## config.mk

```make
export PLATFORM = sky130hd
export DESIGN_NAME = unison_readout_capture
export DESIGN_NICKNAME = d
export VERILOG_FILES = /design/src/rtl/unison_readout_capture.sv
export SDC_FILE = /design/constraint.sdc
export NUM_CORES = 1
export LEC_CHECK = 0
export CAP_MARGIN = 15
export CORE_UTILIZATION = 40
export CTS_CLUSTER_DIAMETER = 200
export DETAILED_ROUTE_END_ITERATION = 6
export PLACE_DENSITY = 0.7
export SYNTH_ARGS = -nofsm -noshare
export SYNTH_HDL_FRONTEND = slang
export SYNTH_SLANG_ARGS = --single-unit
```

## constraint.sdc

```tcl
create_clock -name wb_clk_i -period 3.5 [get_ports wb_clk_i]
set_input_delay 0.525 -clock wb_clk_i [delete_from_list [all_inputs] [get_ports wb_clk_i]]
set_output_delay 0.525 -clock wb_clk_i [all_outputs]
set_load 0.05 [all_outputs]
```

## src/rtl/unison_readout_capture.sv

```systemverilog
// unison_readout_capture
// Synchronises the concatenated digital_unison readout lanes into wb_clk_i,
// captures one word per rising edge of clk_master into a FIFO and exposes the
// FIFO to firmware through a Wishbone slave (CTRL, STATUS, DATA, THRESH).
// Build macro UNISON_CAPTURE_TIMESTAMP_EN: when defined, an 8-bit rise counter
// is stamped into bits [31:24] of every captured word; otherwise those bits are 0.
module unison_readout_capture #(
  parameter int          NUM_INST   = 6,
  parameter int          LANE_W     = 4,
  parameter int          FIFO_DEPTH = 16,
  parameter logic [31:0] BASE_ADR   = 32'h3000_0000
) (
  input  logic                         wb_clk_i,
  input  logic                         wb_rst_i,
  input  logic                         wbs_stb_i,
  input  logic                         wbs_cyc_i,
  input  logic                         wbs_we_i,
  input  logic [3:0]                   wbs_sel_i,
  input  logic [31:0]                  wbs_dat_i,
  input  logic [31:0]                  wbs_adr_i,
  output logic                         wbs_ack_o,
  output logic [31:0]                  wbs_dat_o,
  input  logic [NUM_INST*LANE_W-1:0]   read_out_i,
  input  logic                         clk_master_i,
  output logic                         irq_o
);

  localparam int               CAP_W    = NUM_INST * LANE_W;
  localparam int               PTR_W    = $clog2(FIFO_DEPTH);
  localparam int               CNT_W    = PTR_W + 1;
  localparam logic [CNT_W-1:0] FULL_CNT = CNT_W'(FIFO_DEPTH);

  localparam logic [2:0] REG_CTRL   = 3'd0;
  localparam logic [2:0] REG_STATUS = 3'd1;
  localparam logic [2:0] REG_DATA   = 3'd2;
  localparam logic [2:0] REG_THRESH = 3'd3;

  // Synchroniser stages: strobe p0..p2 (p2 only for edge detect), data p0..p1
  logic             cm_p0, cm_p1, cm_p2;
  logic [CAP_W-1:0] rd_p0, rd_p1;
  logic             rise;

  // Bus request captured in the hit cycle, acted upon in the ack cycle
  logic             hit, ack;
  logic [2:0]       req_idx;
  logic             req_we;
  logic [31:0]      req_dat;
  logic [31:0]      rdata;

  // FIFO and control state
  logic [31:0]      mem [FIFO_DEPTH];
  logic [PTR_W-1:0] wr_ptr, rd_ptr;
  logic [CNT_W-1:0] count, count_nxt;
  logic [CNT_W-1:0] thr, thr_nxt;
  logic             en, en_nxt, irq_en, irq_en_nxt;
  logic             ovf, ovf_nxt, irq_nxt;
  logic             full, empty;
  logic             wr_acc, rd_acc, ctrl_wr, flush, ovf_clr, thr_wr;
  logic             pop, push_req, push, ovf_set;
  logic [7:0]       ts_field;
  logic [31:0]      push_word;
  logic             unused_ok;

  // Stage p0..p2: strobe synchroniser plus edge-detect flop
  always_ff @(posedge wb_clk_i) begin
    if (wb_rst_i) begin
      cm_p0 <= 1'b0;
      cm_p1 <= 1'b0;
      cm_p2 <= 1'b0;
    end else begin
      cm_p0 <= clk_master_i;
      cm_p1 <= cm_p0;
      cm_p2 <= cm_p1;
    end
  end

  // Stage p0..p1: lane data synchroniser, aligned with the strobe's p1
  always_ff @(posedge wb_clk_i) begin
    rd_p0 <= read_out_i;
    rd_p1 <= rd_p0;
  end

  assign rise = cm_p1 & ~cm_p2;

  // A 32-byte window is decoded so offsets past THRESH still ack and read 0.
  assign hit = wbs_stb_i & wbs_cyc_i & (wbs_adr_i[31:5] == BASE_ADR[31:5]) & ~ack;

  // Single-cycle ack one cycle after the hit; reset drops any pending ack
  always_ff @(posedge wb_clk_i) begin
    if (wb_rst_i) ack <= 1'b0;
    else          ack <= hit;
  end

  // Hold the request so the ack cycle does not depend on the master holding inputs
  always_ff @(posedge wb_clk_i) begin
    if (hit) begin
      req_idx <= wbs_adr_i[4:2];
      req_we  <= wbs_we_i;
      req_dat <= wbs_dat_i;
    end
  end

  assign wr_acc   = ack & req_we;
  assign rd_acc   = ack & ~req_we;
  assign ctrl_wr  = wr_acc & (req_idx == REG_CTRL);
  assign flush    = ctrl_wr & req_dat[1];
  assign ovf_clr  = wr_acc & (req_idx == REG_STATUS) & req_dat[10];
  assign thr_wr   = wr_acc & (req_idx == REG_THRESH);

  assign full     = (count == FULL_CNT);
  assign empty    = (count == '0);
  // A pop on an empty FIFO is ignored even if a push lands in the same cycle.
  assign pop      = rd_acc & (req_idx == REG_DATA) & ~empty;
  assign push_req = rise & en & ~flush;
  assign push     = push_req & (~full | pop);
  assign ovf_set  = push_req & full & ~pop;

`ifdef UNISON_CAPTURE_TIMESTAMP_EN
  logic [7:0] ts_cnt;

  // Rise counter: counts every rise regardless of en, cleared by flush
  always_ff @(posedge wb_clk_i) begin
    if (wb_rst_i || flush) ts_cnt <= 8'h00;
    else if (rise)         ts_cnt <= ts_cnt + 8'd1;
  end

  assign ts_field = ts_cnt;
`else
  assign ts_field = 8'h00;
`endif

  // Assemble the captured word: timestamp on top, lanes at the bottom
  always_comb begin
    push_word            = '0;
    push_word[CAP_W-1:0] = rd_p1;
    push_word[31:24]     = ts_field;
  end

  // Next-state of the control registers; irq is registered from these
  always_comb begin
    count_nxt  = count;
    ovf_nxt    = ovf;
    en_nxt     = en;
    irq_en_nxt = irq_en;
    thr_nxt    = thr;
    if (flush)             count_nxt = '0;
    else if (push && !pop) count_nxt = count + 1'b1;
    else if (pop && !push) count_nxt = count - 1'b1;
    if (ovf_clr) ovf_nxt = 1'b0;
    if (ovf_set) ovf_nxt = 1'b1;
    if (ctrl_wr) begin
      en_nxt     = req_dat[0];
      irq_en_nxt = req_dat[2];
    end
    if (thr_wr) thr_nxt = req_dat[CNT_W-1:0];
    irq_nxt = irq_en_nxt & (ovf_nxt | ((thr_nxt != '0) & (count_nxt >= thr_nxt)));
  end

  // Control state: pointers, occupancy, sticky overflow, registers, interrupt
  always_ff @(posedge wb_clk_i) begin
    if (wb_rst_i) begin
      wr_ptr <= '0;
      rd_ptr <= '0;
      count  <= '0;
      ovf    <= 1'b0;
      en     <= 1'b0;
      irq_en <= 1'b0;
      thr    <= '0;
      irq_o  <= 1'b0;
    end else begin
      if (flush) begin
        wr_ptr <= '0;
        rd_ptr <= '0;
      end else begin
        if (push) wr_ptr <= wr_ptr + 1'b1;
        if (pop)  rd_ptr <= rd_ptr + 1'b1;
      end
      count  <= count_nxt;
      ovf    <= ovf_nxt;
      en     <= en_nxt;
      irq_en <= irq_en_nxt;
      thr    <= thr_nxt;
      irq_o  <= irq_nxt;
    end
  end

  // FIFO storage write
  always_ff @(posedge wb_clk_i) begin
    if (push) mem[wr_ptr] <= push_word;
  end

  // Register read mux, evaluated in the ack cycle
  always_comb begin
    rdata = '0;
    case (req_idx)
      REG_CTRL: begin
        rdata[0] = en;
        rdata[2] = irq_en;
      end
      REG_STATUS: begin
        rdata[CNT_W-1:0] = count;
        rdata[8]         = empty;
        rdata[9]         = full;
        rdata[10]        = ovf;
      end
      REG_DATA:   if (!empty) rdata = mem[rd_ptr];
      REG_THRESH: rdata[CNT_W-1:0] = thr;
      default:    rdata = '0;
    endcase
  end

  assign wbs_ack_o = ack;
  assign wbs_dat_o = rd_acc ? rdata : 32'h0;

  assign unused_ok = ^{wbs_sel_i, wbs_adr_i[1:0], req_dat};

endmodule

```

# Yosys cells after proc, flatten, opt, wreduce, memory -nomap -nowiden
# Memory sizes are Yosys's and may differ from the RTL's. A register that Yosys moved wholly into a read port is not among the register bits.
# Cells that the tools add are included.
# totals
regBits	89
ramBits	384
in_bits	98
output_inout_bits	34
elab_cells	85
memories	1
# op_classes
n_addsub	4
order_cmp	1
eq_ne	5
n_mux	20
bitwise_logic	29
reduce_logical	8
# mem_list
name	words	width	rd	rd_ports_with_merged_regs	write_ports	line	rtl
mem	16	24	1	1	1	51	logic [31:0] mem [FIFO_DEPTH];
# ops
op	count
2-to-1 mux 32 bit	2
== test 27 x 25 -> 1 bit (second input constant)	1
2-to-1 mux 21 bit	1
AND 1 bit	20
2-to-1 mux 5 bit	4
adder 4 x 1 -> 4 bit (second input constant)	2
2-to-1 mux 4 bit	2
case mux 1 bit (4 select lines)	2
NOT 1 bit	7
== test 3 x 2 -> 1 bit (second input constant)	2
case mux 2 bit (3 select lines)	1
case mux 3 bit (2 select lines)	1
adder 5 x 1 -> 5 bit (second input constant)	1
== test 5 bit (second input constant)	1
>= comparator 5 bit	1
logical NOT 5 bit	1
2-to-1 mux 1 bit	5
nonzero test 5 bit	1
subtractor 5 x 1 -> 5 bit (second input constant)	1
== test 3 x 1 -> 1 bit (second input constant)	1
logical NOT 3 bit	1
2-to-1 mux 3 bit	1
case mux 1 bit (3 select lines)	1
logical AND 1 bit	2
3 further kinds	5

# Depth between registers and ports, before layout
# logic_depth
depth_word	15
mapped_depth	14
depth_no_buf	13

# Least setup slack after synthesis
# No wires, ideal clock.
# synth_timing
kind	register -> register
from	register ack (netlist: wbs_ack_o)
to	memory mem[0][0] in the netlist's numbering, enable pin
setup_ns	0.435
t_arrival_ns	3.291
required_ns	3.065
setup_slack_ns	-0.226
path_stages_with_launch	6
path_buffers	0
synth_period_minus_slack_ns	3.726
path_cell_list	dfxtp_1 > nor3b_2 > a21oi_1 > nor2_1 > nand2_1 > nor3_1
# synth_via
elab_chain_cells	8
elab_cells_between_ends	12
cone_classes	mux: 2; bitwise: 10
# synth_rtl
element	line	rtl
start: declaration	44	logic hit, ack;
start signal: assignment	91	else ack <= hit;
AND 1 bit	103	assign wr_acc = ack & req_we;
AND 1 bit	105	assign ctrl_wr = wr_acc & (req_idx == REG_CTRL);
AND 1 bit	106	assign flush = ctrl_wr & req_dat[1];
NOT 1 bit	114	assign push_req = rise & en & ~flush;
AND 1 bit	114	
AND 1 bit *	115	assign push = push_req & (~full | pop);
2-to-1 mux 1 bit *	189	if (push) mem[wr_ptr] <= push_word;
2-to-1 mux 1 bit (not written as such) *	189	
end: declaration	51	
# Every way passes the cells marked *; elsewhere a longest branch is shown, timed or not.

==> summary.txt <==
Global routing
  – Remaining global-route overflow: 0
  – Gr usage total: 16.70%
  – Initial antenna violation count: 0
  – Vias in the first global route: 8,994
  – Global-route wire length before repair: 54,890 um
  – Largest net degree at the start of global routing: 43

Clock tree
  – Hold-fix buffers, CTS: 0
  – CTS max path bufs: 3
  – CTS buffer count: 47
  – Worst skew pair latency: 0.58 ns
  – Root buf cell: clkbuf_16
  – Worst-path clk slew: 0.06 ns
  – CTS tree: done
  – Htree depth: 2
  – CTS sink count: 472

Setup path
  – CP endpoint kind: output pin
  – Worst Path Required: 2.97 ns
  – Crit Path Class: flop to output pin
  – CP max-delay cell: mux4_2
  – Critical Path AT: 2.82 ns
  – Kind of start point of the critical path: flop
  – Max FO, Critical Path: 15
  – CP Cell Sequence: bufbuf_16 > mux4_2 > mux2i_1 > nor2_1 > a21oi_1 > o22ai_1 > buf_12
  – CP max stage delay: 0.51 ns

Synthesis
  – Post-synthesis sequential area ratio: 75.33%
  – Async S/R FF share, synth: 0%
  – Number of synthesis warnings: 0
  – Number of synthesized flops with an enable pin: 394
  – Syn Inst Count: 909
  – Area leader, netlist: edfxtp_1
  – Yosys top cell area share: 66.55%
  – Cell area after synthesis: 17,780 um2
  – Synthesized flop and latch total: 472
  – Ranking of synthesized cells by area: edfxtp_1 (67%), mux4_2 (12%), dfxtp_1 (8.8%), mux2i_1 (2.0%), a211oi_1 (1.4%)
  – Top_reg_cell synth: edfxtp_1
  – Synth unique cells: 53
  – Synth Area per Inst: 19.56 um2

STA
  – Least-Margin Pin Slew: 0.6544 ns
  – Final setup viols: 0
  – Period utilization: 95.55%
  – Max Freq: 0.2990 GHz
  – Final Slew Violations: 0
  – RSZ-0062 raised after global routing: false
  – Fin. Hold Viols: 0
  – Worst slew margin: 56.37%
  – Max Clock Skew: 0.01827 ns
  – Final total negative setup slack: 0 ns
  – Worst setup margin: 0.1558 ns
  – Min Clock Period, post-route: 3.344 ns

Detailed routing
  – Via count: 8,965
  – DR vias/cell: 5.336
  – DR DRC count: 0
  – Detailed Route Iter0 Violations: 770
  – Antenna Nets Post-Route: 0
  – 1st-pass router iterations: 5
  – Routed len/inst: 22.11 um
  – Final wirelength: 37,150 um

Floorplanning
  – Initial Util: 40.91%
  – Core ar.: 43,460 um2
  – Row cnt: 76
  – Die height: 212.8 um
  – Total die area: 45,290 um2
  – # IOs: 132
  – Die X: 212.8 um

Finish
  – Util after Layout: 49.78%
  – Ant. Diodes: 0
  – Layout Cells excl Fill: 1,680
  – Layout area overhead: 21.68%
  – Layout cell share with drive strength beyond 1: 25.39%
  – Fin nets: 1,167

Placement
  – Place WS: 0.4759 ns
  – Placer Congestion: 0.8056
  – HPWL Detailed: 20,800 um
  – Placed insts: 1,585
  – Port Buffer Count: 91

Run status
  – Status: complete, no violations

Job
  – Max-cap viol count: 0

Min path
  – Min-Delay Path Class: flop to flop

Power
  – Cell Pwr Density: 516.9 nW/um2
  – Maximum vdd drop: 0.0004669 V
  – Leakage power: 6.794 nW
-- synth_stat cells, drive strengths merged (9+ instances only) --
library cell / count
edfxtp: 394
mux4: 96
dfxtp: 78
nor2: 42
mux2i: 35
a211oi: 33
buf: 32
nor2b: 23
clkbuf: 22
a21oi: 18
nand2: 17
ha: 12
nor3: 12
nand3: 11
o21ai: 9
-- final cells by class --
type,instances,area [um2]
clock buffer,69,1330
timing repair buffer,146,1734
sequential,472,13410
tap,585,732.0
clock inverter,18,185.2
inverter,4,15.01
multi-input combinational,386,4230
fill,3470,21820
-- routing by layer --
layer	vias up	wire (um)	track usage (%)
met5	-	0	0
met4	0	753	5.135
met3	54	2215	3.221
met2	279	17920	27.05
met1	4670	16260	22.88
li1	3962	-	-
-- cell usage in the layout (no fill, tap or decap), types with 17 or more instances in the layout --
cell type        netlist  final
a21oi_1               18     17
nor2b_1               23     23
nand2_1               17     17
dfxtp_1               78     74
nor2_1                42     30
buf_4                 11     43
edfxtp_1             394    394
buf_12                 0     34
mux2i_1               35     35
a211oi_1              33     32
clkdlybuf4s50_1        0     67
clkbuf_16              0     48
mux4_2                96     96
-- sequential cells by signal, summed over array words and instances, names as in the netlist, 3 cells and up, named ones only --
name and cells:
rd_p1 24, req_idx 3, rd_p0 24, rd_ptr 4
mem 384, req_dat 6, thr 5, count 5
wr_ptr 4
-- worst paths after layout --
check	from	end	slack, ns	depth (start not counted)
max	flop	wbs_dat_o[2]	0.16	7
min	rd_p0[21]$_DFF_P_	rd_p1[21]$_DFF_P_	0.32	0
max reg2reg	count[0]$_SDFF_PP0_	irq_o$_SDFF_PP0_	0.46	13
min reg2reg	rd_p0[21]$_DFF_P_	rd_p1[21]$_DFF_P_	0.32	0
-- cells by family after synthesis --
group / synth area share (%)
flops: 75.33
other cells: 0.02109
simple gates: 4.195
xor+xnor: 0.3449
buf+inv: 1.633
compound gates: 2.991
fa+ha+maj: 0.8445
mux: 14.64
-- what timing repair did --
action	4_1_cts	5_1_grt
buffers inserted	0	7
setup endpoints to repair	17	15
gates cloned	1	0
gates resized for setup	1	2
-- power by group --
| part | internal (mW) | switching, mW |
|---|---|---|
| combinational | 0.0778 | 0.0471 |
| clock | 2.81 | 2.08 |
| sequential | 6.11 | 0.0630 |
| total | 8.99 | 2.19 |
-- metrics by stage --
step	power (mW)	hold WS, ns	cell area [um2]
after floorplan	6.317	0.3096	17820
after global placement	6.407	0.3113	20020
after detailed placement	6.414	0.3121	20020
after CTS	11.29	0.3264	21570
after global routing	11.51	0.3291	21630
final	11.18	0.3248	21630
-- critical path: cells and delay by family (launching register included) --
kind                   cells  cell delay [ns]
buffers and inverters      2             0.55
AND/OR/NAND/NOR            1             0.05
flip-flops                 1             0.44
multiplexers               2             0.67
AO/OA/AOI/OAI              2             0.52
Power figures use the tool's default switching activity.
